<file path="config.mk">
export PLATFORM = sky130hd
export DESIGN_NAME = cc_alu_controller
export DESIGN_NICKNAME = d
export VERILOG_FILES = /design/src/rtl/cc_alu_pkg.sv /design/src/rtl/cc_alu_psr.sv /design/src/rtl/cc_alu_controller.sv
export SDC_FILE = /design/constraint.sdc
export NUM_CORES = 1
export LEC_CHECK = 0
export ABC_AREA = 1
export CAP_MARGIN = 10
export CORE_MARGIN = 2
export CORE_UTILIZATION = 42
export DETAILED_ROUTE_END_ITERATION = 8
export MAX_ROUTING_LAYER = met4
export PLACE_DENSITY = 0.81
export SETUP_SLACK_MARGIN = 0.5
export SYNTH_ARGS = -nofsm -noshare
export SYNTH_HDL_FRONTEND = slang
export SYNTH_SLANG_ARGS = --single-unit
</file>
<file path="constraint.sdc">
create_clock -name CC_ALU_CONTROLLER_CLOCK_50 -period 1.6 [get_ports CC_ALU_CONTROLLER_CLOCK_50]
set_input_delay 0.24 -clock CC_ALU_CONTROLLER_CLOCK_50 [delete_from_list [all_inputs] [get_ports CC_ALU_CONTROLLER_CLOCK_50]]
set_output_delay 0.24 -clock CC_ALU_CONTROLLER_CLOCK_50 [all_outputs]
set_load 0.01 [all_outputs]
</file>
<file path="src/rtl/cc_alu_pkg.sv">
// Shared constants for the CC_ALU controller: ALU selection codes, FSM encoding and PSR layout.
package cc_alu_pkg;

  localparam logic [3:0] ALU_SEL_BUSA  = 4'b0000;
  localparam logic [3:0] ALU_SEL_ADDCC = 4'b0011;
  localparam logic [3:0] ALU_SEL_ADD   = 4'b1000;
  localparam logic [3:0] ALU_SEL_NOP   = 4'b1111;

  localparam logic [1:0] ST_IDLE = 2'b00;
  localparam logic [1:0] ST_EXEC = 2'b01;
  localparam logic [1:0] ST_MUL  = 2'b10;
  localparam logic [1:0] ST_RESP = 2'b11;

  localparam int unsigned PSR_W = 4;
  localparam int unsigned PSR_C = 0;
  localparam int unsigned PSR_V = 1;
  localparam int unsigned PSR_Z = 2;
  localparam int unsigned PSR_N = 3;

  typedef logic [PSR_W-1:0] psr_t;

  // The ALU reports its flags active-low; the PSR stores them active-high.
  function automatic psr_t psr_from_flags_n(input logic neg_n, input logic zero_n,
                                            input logic ovf_n, input logic carry_n);
    psr_t p;
    p        = '0;
    p[PSR_N] = ~neg_n;
    p[PSR_Z] = ~zero_n;
    p[PSR_V] = ~ovf_n;
    p[PSR_C] = ~carry_n;
    return p;
  endfunction

endpackage

</file>
<file path="src/rtl/cc_alu_psr.sv">
// Processor status register {N,Z,V,C}: load-all, load-NZ with V/C cleared, synchronous clear.
module cc_alu_psr
  import cc_alu_pkg::*;
(
  input  logic             clk_i,
  input  logic             clear_i,
  input  logic             load_all_i,
  input  logic [PSR_W-1:0] psr_i,
  input  logic             load_nz_i,
  input  logic             n_i,
  input  logic             z_i,
  output logic [PSR_W-1:0] psr_o
);

  logic [PSR_W-1:0] psr_d;
  logic [PSR_W-1:0] psr_q;

  always_comb begin
    psr_d = psr_q;
    if (load_all_i) begin
      psr_d = psr_i;
    end else if (load_nz_i) begin
      psr_d        = '0;
      psr_d[PSR_N] = n_i;
      psr_d[PSR_Z] = z_i;
    end
  end

  always_ff @(posedge clk_i) begin
    if (clear_i) begin
      psr_q <= '0;
    end else begin
      psr_q <= psr_d;
    end
  end

  assign psr_o = psr_q;

endmodule

</file>
<file path="src/rtl/cc_alu_controller.sv">
// Sequencer for the combinational CC_ALU: request/response handshakes, PSR, optional shift-add multiply.
// Define CC_ALU_CONTROLLER_MUL_EN to build the multi-cycle multiply; otherwise multiply requests answer with respErr.
module cc_alu_controller
  import cc_alu_pkg::*;
#(
  parameter int DATAWIDTH_BUS           = 32,
  parameter int DATAWIDTH_ALU_SELECTION = 4
)(
  input  logic                               CC_ALU_CONTROLLER_CLOCK_50,
  input  logic                               CC_ALU_CONTROLLER_RESET_InHigh,
  input  logic                               CC_ALU_CONTROLLER_reqValid_In,
  output logic                               CC_ALU_CONTROLLER_reqReady_Out,
  input  logic [DATAWIDTH_ALU_SELECTION-1:0] CC_ALU_CONTROLLER_reqOp_InBus,
  input  logic                               CC_ALU_CONTROLLER_reqMul_In,
  input  logic [DATAWIDTH_BUS-1:0]           CC_ALU_CONTROLLER_reqDataA_InBus,
  input  logic [DATAWIDTH_BUS-1:0]           CC_ALU_CONTROLLER_reqDataB_InBus,
  output logic [DATAWIDTH_ALU_SELECTION-1:0] CC_ALU_CONTROLLER_aluSelection_OutBus,
  output logic [DATAWIDTH_BUS-1:0]           CC_ALU_CONTROLLER_aluDataA_OutBus,
  output logic [DATAWIDTH_BUS-1:0]           CC_ALU_CONTROLLER_aluDataB_OutBus,
  input  logic [DATAWIDTH_BUS-1:0]           CC_ALU_CONTROLLER_aluData_InBus,
  input  logic                               CC_ALU_CONTROLLER_aluOverflow_InLow,
  input  logic                               CC_ALU_CONTROLLER_aluCarry_InLow,
  input  logic                               CC_ALU_CONTROLLER_aluNegative_InLow,
  input  logic                               CC_ALU_CONTROLLER_aluZero_InLow,
  output logic                               CC_ALU_CONTROLLER_respValid_Out,
  input  logic                               CC_ALU_CONTROLLER_respReady_In,
  output logic [DATAWIDTH_BUS-1:0]           CC_ALU_CONTROLLER_respData_OutBus,
  output logic                               CC_ALU_CONTROLLER_respErr_Out,
  output logic [3:0]                         CC_ALU_CONTROLLER_psr_OutBus
);

  localparam logic [DATAWIDTH_ALU_SELECTION-1:0] SEL_BUSA  = DATAWIDTH_ALU_SELECTION'(ALU_SEL_BUSA);
  localparam logic [DATAWIDTH_ALU_SELECTION-1:0] SEL_ADDCC = DATAWIDTH_ALU_SELECTION'(ALU_SEL_ADDCC);
  localparam logic [DATAWIDTH_ALU_SELECTION-1:0] SEL_ADD   = DATAWIDTH_ALU_SELECTION'(ALU_SEL_ADD);
  localparam logic [DATAWIDTH_ALU_SELECTION-1:0] SEL_NOP   = DATAWIDTH_ALU_SELECTION'(ALU_SEL_NOP);

  logic                               clk;
  logic                               rst;

  logic [1:0]                         state_d,     state_q;
  logic [DATAWIDTH_ALU_SELECTION-1:0] op_d,        op_q;
  logic [DATAWIDTH_BUS-1:0]           a_d,         a_q;
  logic [DATAWIDTH_BUS-1:0]           b_d,         b_q;
  logic [DATAWIDTH_BUS-1:0]           resp_data_d, resp_data_q;
  logic                               resp_err_d,  resp_err_q;

  logic [DATAWIDTH_ALU_SELECTION-1:0] alu_sel;
  logic [DATAWIDTH_BUS-1:0]           alu_a;
  logic [DATAWIDTH_BUS-1:0]           alu_b;

  logic                               psr_load_all;
  logic                               psr_load_nz;
  logic                               psr_n;
  logic                               psr_z;
  psr_t                               psr_flags;

`ifdef CC_ALU_CONTROLLER_MUL_EN
  localparam int unsigned CNT_W = (DATAWIDTH_BUS > 1) ? $clog2(DATAWIDTH_BUS) : 1;
  localparam logic [CNT_W-1:0] CNT_LAST = CNT_W'(DATAWIDTH_BUS - 1);

  logic [DATAWIDTH_BUS-1:0] p_d,   p_q;
  logic [DATAWIDTH_BUS-1:0] m_d,   m_q;
  logic [DATAWIDTH_BUS-1:0] q_d,   q_q;
  logic [CNT_W-1:0]         cnt_d, cnt_q;
`endif

  assign clk = CC_ALU_CONTROLLER_CLOCK_50;
  assign rst = CC_ALU_CONTROLLER_RESET_InHigh;

  assign psr_flags = psr_from_flags_n(CC_ALU_CONTROLLER_aluNegative_InLow,
                                      CC_ALU_CONTROLLER_aluZero_InLow,
                                      CC_ALU_CONTROLLER_aluOverflow_InLow,
                                      CC_ALU_CONTROLLER_aluCarry_InLow);

  always_comb begin
    state_d      = state_q;
    op_d         = op_q;
    a_d          = a_q;
    b_d          = b_q;
    resp_data_d  = resp_data_q;
    resp_err_d   = resp_err_q;
    alu_sel      = SEL_NOP;
    alu_a        = '0;
    alu_b        = '0;
    psr_load_all = 1'b0;
    psr_load_nz  = 1'b0;
    psr_n        = 1'b0;
    psr_z        = 1'b0;
`ifdef CC_ALU_CONTROLLER_MUL_EN
    p_d          = p_q;
    m_d          = m_q;
    q_d          = q_q;
    cnt_d        = cnt_q;
`endif

    case (state_q)
      ST_IDLE: begin
        if (CC_ALU_CONTROLLER_reqValid_In) begin
          op_d       = CC_ALU_CONTROLLER_reqOp_InBus;
          a_d        = CC_ALU_CONTROLLER_reqDataA_InBus;
          b_d        = CC_ALU_CONTROLLER_reqDataB_InBus;
          resp_err_d = 1'b0;
          if (CC_ALU_CONTROLLER_reqMul_In) begin
`ifdef CC_ALU_CONTROLLER_MUL_EN
            p_d     = '0;
            m_d     = CC_ALU_CONTROLLER_reqDataA_InBus;
            q_d     = CC_ALU_CONTROLLER_reqDataB_InBus;
            cnt_d   = '0;
            state_d = ST_MUL;
`else
            resp_data_d = '0;
            resp_err_d  = 1'b1;
            state_d     = ST_RESP;
`endif
          end else begin
            state_d = ST_EXEC;
          end
        end
      end

      ST_EXEC: begin
        alu_sel      = op_q;
        alu_a        = a_q;
        alu_b        = b_q;
        resp_data_d  = CC_ALU_CONTROLLER_aluData_InBus;
        psr_load_all = (op_q == SEL_ADDCC);
        state_d      = ST_RESP;
      end

`ifdef CC_ALU_CONTROLLER_MUL_EN
      // One shift-add step per cycle; BUSA passes P through when the multiplier bit is 0.
      ST_MUL: begin
        alu_a = p_q;
        if (q_q[0]) begin
          alu_sel = SEL_ADD;
          alu_b   = m_q;
        end else begin
          alu_sel = SEL_BUSA;
        end
        p_d   = CC_ALU_CONTROLLER_aluData_InBus;
        m_d   = m_q << 1;
        q_d   = q_q >> 1;
        cnt_d = cnt_q + 1'b1;
        if (cnt_q == CNT_LAST) begin
          resp_data_d = p_d;
          psr_load_nz = 1'b1;
          psr_n       = p_d[DATAWIDTH_BUS-1];
          psr_z       = (p_d == '0);
          state_d     = ST_RESP;
        end
      end
`endif

      ST_RESP: begin
        if (CC_ALU_CONTROLLER_respReady_In) begin
          state_d = ST_IDLE;
        end
      end

      default: begin
        state_d = ST_IDLE;
      end
    endcase
  end

  always_ff @(posedge clk) begin
    if (rst) begin
      state_q     <= ST_IDLE;
      op_q        <= '0;
      a_q         <= '0;
      b_q         <= '0;
      resp_data_q <= '0;
      resp_err_q  <= 1'b0;
    end else begin
      state_q     <= state_d;
      op_q        <= op_d;
      a_q         <= a_d;
      b_q         <= b_d;
      resp_data_q <= resp_data_d;
      resp_err_q  <= resp_err_d;
    end
  end

`ifdef CC_ALU_CONTROLLER_MUL_EN
  always_ff @(posedge clk) begin
    if (rst) begin
      p_q   <= '0;
      m_q   <= '0;
      q_q   <= '0;
      cnt_q <= '0;
    end else begin
      p_q   <= p_d;
      m_q   <= m_d;
      q_q   <= q_d;
      cnt_q <= cnt_d;
    end
  end
`endif

  cc_alu_psr u_psr (
    .clk_i      (clk),
    .clear_i    (rst),
    .load_all_i (psr_load_all),
    .psr_i      (psr_flags),
    .load_nz_i  (psr_load_nz),
    .n_i        (psr_n),
    .z_i        (psr_z),
    .psr_o      (CC_ALU_CONTROLLER_psr_OutBus)
  );

  assign CC_ALU_CONTROLLER_reqReady_Out        = (state_q == ST_IDLE);
  assign CC_ALU_CONTROLLER_respValid_Out       = (state_q == ST_RESP);
  assign CC_ALU_CONTROLLER_respData_OutBus     = resp_data_q;
  assign CC_ALU_CONTROLLER_respErr_Out         = resp_err_q;
  assign CC_ALU_CONTROLLER_aluSelection_OutBus = alu_sel;
  assign CC_ALU_CONTROLLER_aluDataA_OutBus     = alu_a;
  assign CC_ALU_CONTROLLER_aluDataB_OutBus     = alu_b;

endmodule

</file>
### Word-level counts from Yosys, hierarchy flattened

Cells that the tools add are included.

* equality and inequality tests: 6
* mux-type cells: 12
* bitwise gates (word level): 4
* reductions and logical operators: 5

Operators with widths (number)
* $mux 32: 4
* $pmux 32 s2: 1
* $mux 2: 3
* $pmux 2 s3: 1
* $eq 4x2->1 const B: 1
* $mux 4: 1
* $ne 2x1->1 const B: 2
* $not 1->1: 4
* $reduce_and 2->1: 2
* $reduce_and 3->1: 1
* $eq 2x1->1 const B: 1
* $eq 2x2->1 const B: 1
* $logic_not 2->1: 1
* $mux 1: 2
* $ne 2x2->1 const B: 1
* $reduce_bool 2->1: 1

* bits in registers: 107
* input bits: 109
* output and inout bits: 107
* word-level logic and storage cells: 34

### Depth between registers and ports, before layout

* word-level depth: 3
* depth in mapped cells: 7
* gate-level depth less buffers: 6

### Modules after synthesis

From an unflattened synthesis, not the netlist that was laid out.

* cell total of the unflattened synthesis: 726
* area, all modules: 4764.6 µm²

By module, submodules not included
* cc_alu_controller: instances 1, cells each 701, area an instance 4595.7 µm², sequential area each 2062.0 µm²
* cc_alu_psr: instances 1, cells each 25, area an instance 168.9 µm², sequential area each 80.1 µm²

### Worst setup path before layout

No wires, ideal clock.

* kind: reg2reg
* from: reg state_q[1]
* to: reg a_q[10]
* library setup time: 0.116 ns
* data arrival time: 1.113 ns
* required time: 1.484 ns
* setup slack: 0.371 ns
* cell stages (with the launch flop): 7
* path buffers: 2
* clock period less this slack: 1.229 ns
* cell sequence: dfxtp_1 > nor2_2 > nand2_4 > clkbuf_2 > clkbuf_2 > o21ai_0 > nor2_1

* word-level cells in the longest chain between the ends: 2

RTL lines
* start, declared: RTL line cc_alu_controller.sv:40 `logic [1:0] state_d, state_q;`
* start signal, assigned: RTL line cc_alu_controller.sv:175 `state_q <= state_d;`
* $logic_not 2->1
* via CC_ALU_CONTROLLER_reqReady_Out: RTL line cc_alu_controller.sv:12 `output logic CC_ALU_CONTROLLER_reqReady_Out,`
* $reduce_and 2->1 (no source line)
* end signal, assigned: RTL line cc_alu_controller.sv:170 `a_q <= '0;`
* end signal, assigned: RTL line cc_alu_controller.sv:177 `a_q <= a_d;`
* end, declared: RTL line cc_alu_controller.sv:42 `logic [DATAWIDTH_BUS-1:0] a_d, a_q;`

The timed path passes the listed nets, and every way through them passes these cells.
A chain may end at the register's enable or synchronous reset.

### Final worst setup path

* from: reg state_q[1]
* to: out CC_ALU_CONTROLLER_aluDataB_OutBus[15]

* word-level cells in the longest chain between the ends: 2

RTL lines
* $eq 2x1->1: RTL line cc_alu_controller.sv:96 `case (state_q)`
* $mux 32: RTL line cc_alu_controller.sv:96
* end, declared: RTL line cc_alu_controller.sv:19 `output logic [DATAWIDTH_BUS-1:0] CC_ALU_CONTROLLER_aluDataB_OutBus,`

Every way passes these cells.

==> flow_metrics.py <==
metrics = {
    "run_status": {
        "status": "complete, no violations",
    },
    "clock_tree": {
        "root_buffer": "clkbuf_8",
        "cts_hold_buffers": 0,
        "clkSinkCount": 107,
        "clk_pin_slew_ps": 110,
        "clk_latency_ps": 360,
        "htreeDepth": 3,
        "cts_buffers": 9,
        "clockBufferDepth": 2,
        "cts_tree": "yes",
    },
    "timing": {
        "hold_ws_ps": 468,
        "clock_skew_ps": 17.0,
        "finalCritPeriodShare_pct": 98.4,
        "worst_slew_pin_slew_ps": 699,
        "slew_viol_final": 0,
        "fin_ws_ps": 25.2,
        "slew_headroom_pct": 53.3,
        "max_freq_mhz": 635,
        "finalHoldViolCount": 0,
        "rsz0062_at_grt": "true",
        "final-setup-viol-count": 0,
        "min_period_ps": 1570,
    },
    "synthesis": {
        "yosysSeqAreaShare_pct": 45.6,
        "synth_seq_cells": 107,
        "synthSimpleGateAreaFrac_pct": 32.1,
        "synth_top_family_by_area": "simple AND/OR/NAND/NOR gates",
        "yosys.area_share.adder_pct": 0,
        "avgSynthCellArea_um2": 6.50,
        "synth.area.mux_share_pct": 0,
        "ys_types": 20,
        "yosysTopAreaCellShare_pct": 45.6,
        "synthesis.area_um2": 4700,
        "yosysTopAreaCell": "dfxtp_1",
        "synth_compound_area_share_pct": 9.40,
        "yosys-top-cells-area": "dfxtp_1, nor2_1, inv_1, o21ai_0, nand2_1",
        "synthXorXnorAreaFrac_pct": 0,
        "yosys_warnings": 0,
        "syn_inst": 723,
        "syn_nets": 832,
    },
    "worst_setup_path": {
        "r2r_start": "state_q[0]$_SDFFE_PP0P_",
        "crit_path_max_fanout": 21,
        "ff2ff_setup_slack_ps": 50,
        "critPathTopFamily": "buffers and inverters",
        "cp.required_ps": 1360,
        "cp-end-kind": "output port",
        "worstReg2RegEnd": "b_q[20]$_SDFFE_PP0P_",
        "r2r_cells": 8,
        "cp_data_arrival_time_ps": 1330,
        "crit_type": "reg2out",
        "path_cells": "inv_4, nand2_8, buf_12, nor2_1, buf_2",
        "start_kind": "flop",
        "crit_path_top_delay_cell": "dfxtp_2",
        "cpPeakStageDelay_ps": 350,
        "cp.depth": 5,
        "crit_buf_inv": 3,
    },
    "floorplanning": {
        "die-area_um2": 12000,
        "die_h_um": 110,
        "core_area_um2": 10900,
        "start_util_pct": 43.2,
        "ios": 216,
        "std_cell_rows": 38,
        "die_w_um": 110,
    },
    "routing": {
        "routedWlPerCell_um": 15.2,
        "vias_per_cell": 4.80,
        "dr.pass1.iters": 5,
        "ant_nets": 0,
        "drc_errors": 0,
        "route.vias.total": 5245,
        "drtIter0Drc": 294,
        "totalWireLength_mm": 16.6,
    },
    "min_path": {
        "holdPathEnd": "a_q[16]$_SDFFE_PP0P_",
        "min-delay-start": "CC_ALU_CONTROLLER_reqDataA_InBus[16]",
        "min_path_cells": 3,
        "hp-class": "in2reg",
    },
    "finish": {
        "area_growth_pct": 67.7,
        "antennaDiodeCount": 0,
        "final_nets": 1057,
        "nFillCells": 885,
        "mostFrequentLayoutCell": "nor2_1",
        "drive_above_1_share_pct": 28.6,
        "mostFrequentLayoutCells": "nor2_1, clkdlybuf4s50_1, inv_1",
        "postLayoutCoreUtil_pct": 72.4,
        "final-instance-count-excl-fill": 1093,
    },
    "global_routing": {
        "antenna_found_initial": 0,
        "grt_remaining_overflow": 0,
        "grt_max_degree": 42,
        "grt_pass1_wl_mm": 21.7,
        "grt_pass1_vias": 4497,
        "grtUsageTotal_pct": 23.7,
    },
    "placed_design": {
        "gp_congestion": 0.819,
        "dpl.cell_count": 1055,
        "port-buffer-count": 215,
        "pre_cts_slack_ps": -39.1,
        "hpwl_mm": 9.99,
    },
    "pwr": {
        "power_mw": 7.16,
        "leakagePower_nw": 3.60,
        "power_density_nw_per_um2": 908,
        "ir_drop_mv": 0.485,
    },
    "run": {
        "cap_violations": 0,
    },
}
==> synth_stat cells, drive strengths merged <==
library cell / count
a21oi: 18
a31oi: 1
buf: 30
clkbuf: 17
dfxtp: 107
inv: 101
nand2: 60
nand3: 37
nand4: 4
nor2: 274
o21ai: 69
or2: 5
==> power by group <==
group	switching [mW]	total (mW)	internal, mW
Combinational	1.13	2.20	1.06
Sequential	0.152	3.10	2.94
Clock	0.931	1.87	0.936
==> stage by stage <==
stage / instance area [µm²] / setup TNS (ps)
after CTS: 7160 / -9.21
after detailed placement: 7130 / -193
after global placement: 7130 / -46.7
after floorplan: 4750 / 0
after global routing: 7880 / -172
final: 7880 / 0
==> logic make-up after synthesis <==
group	after synthesis
compound gates	88
buf+inv	148
flops	107
simple gates	380
==> final cells by class <==
type / count / area [µm²] / area share (%)
Timing Repair inverter: 1 / 11.3 / 0.143
Clock inverter: 5 / 85.1 / 1.08
Timing Repair Buffer: 257 / 2530 / 32.1
Inverter: 101 / 394 / 5.00
Multi-Input combinational cell: 471 / 2360 / 30.0
Tap cell: 140 / 175 / 2.22
Clock buffer: 11 / 141 / 1.79
Sequential cell: 107 / 2180 / 27.6
==> worst reg2reg max path, stage by stage, from the launching register on <==
cell and delay, ps:
dfxtp_4 390, buf_12 170, nor2_4 120, buf_12 150, buf_12 110, nand2_8 80, clkbuf_16 220, o21ai_2 150
nor2_1 70
==> worst max-delay path by stage <==
stage	startpoint	to	slack, ps
detailed placement	state_q[1]$_SDFFE_PP0P_	CC_ALU_CONTROLLER_aluDataB_OutBus[22]	-40
floorplan	state_q[1]$_SDFFE_PP0P_	CC_ALU_CONTROLLER_aluDataA_OutBus[10]	420
CTS	state_q[1]$_SDFFE_PP0P_	CC_ALU_CONTROLLER_aluDataA_OutBus[8]	-9
global placement	state_q[1]$_SDFFE_PP0P_	CC_ALU_CONTROLLER_aluDataA_OutBus[21]	-30
global route	state_q[1]$_SDFFE_PP0P_	CC_ALU_CONTROLLER_aluDataB_OutBus[15]	-50
finish	state_q[1]$_SDFFE_PP0P_	CC_ALU_CONTROLLER_aluDataB_OutBus[15]	30
==> layer usage <==
layer | up-vias | GRT usage, % | part of all wire, %
met5 | - | - | 0
met4 | 0 | 10.4 | 3.9
met3 | 55 | 5.45 | 7.5
met2 | 201 | 39.0 | 50
met1 | 2355 | 27.7 | 38
li1 | 2634 | - | -
==> state kept, by name, indices dropped and copies added, names as in the netlist <==
name / cells
CC_ALU_CONTROLLER_respData_OutBus: 32
a_q: 32
b_q: 32
op_q: 4
u_psr.psr_o: 4
state_q: 2
CC_ALU_CONTROLLER_respErr_Out: 1
==> repair_timing <==
action,CTS,global route
hold endpoints to repair,0,0
cloned,2,15
pin swaps,1,23
endpoints found under the setup margin,214,197
setup buffers,1,4
resized for setup,506,132
No activity file was read; power rests on OpenSTA's default activity.
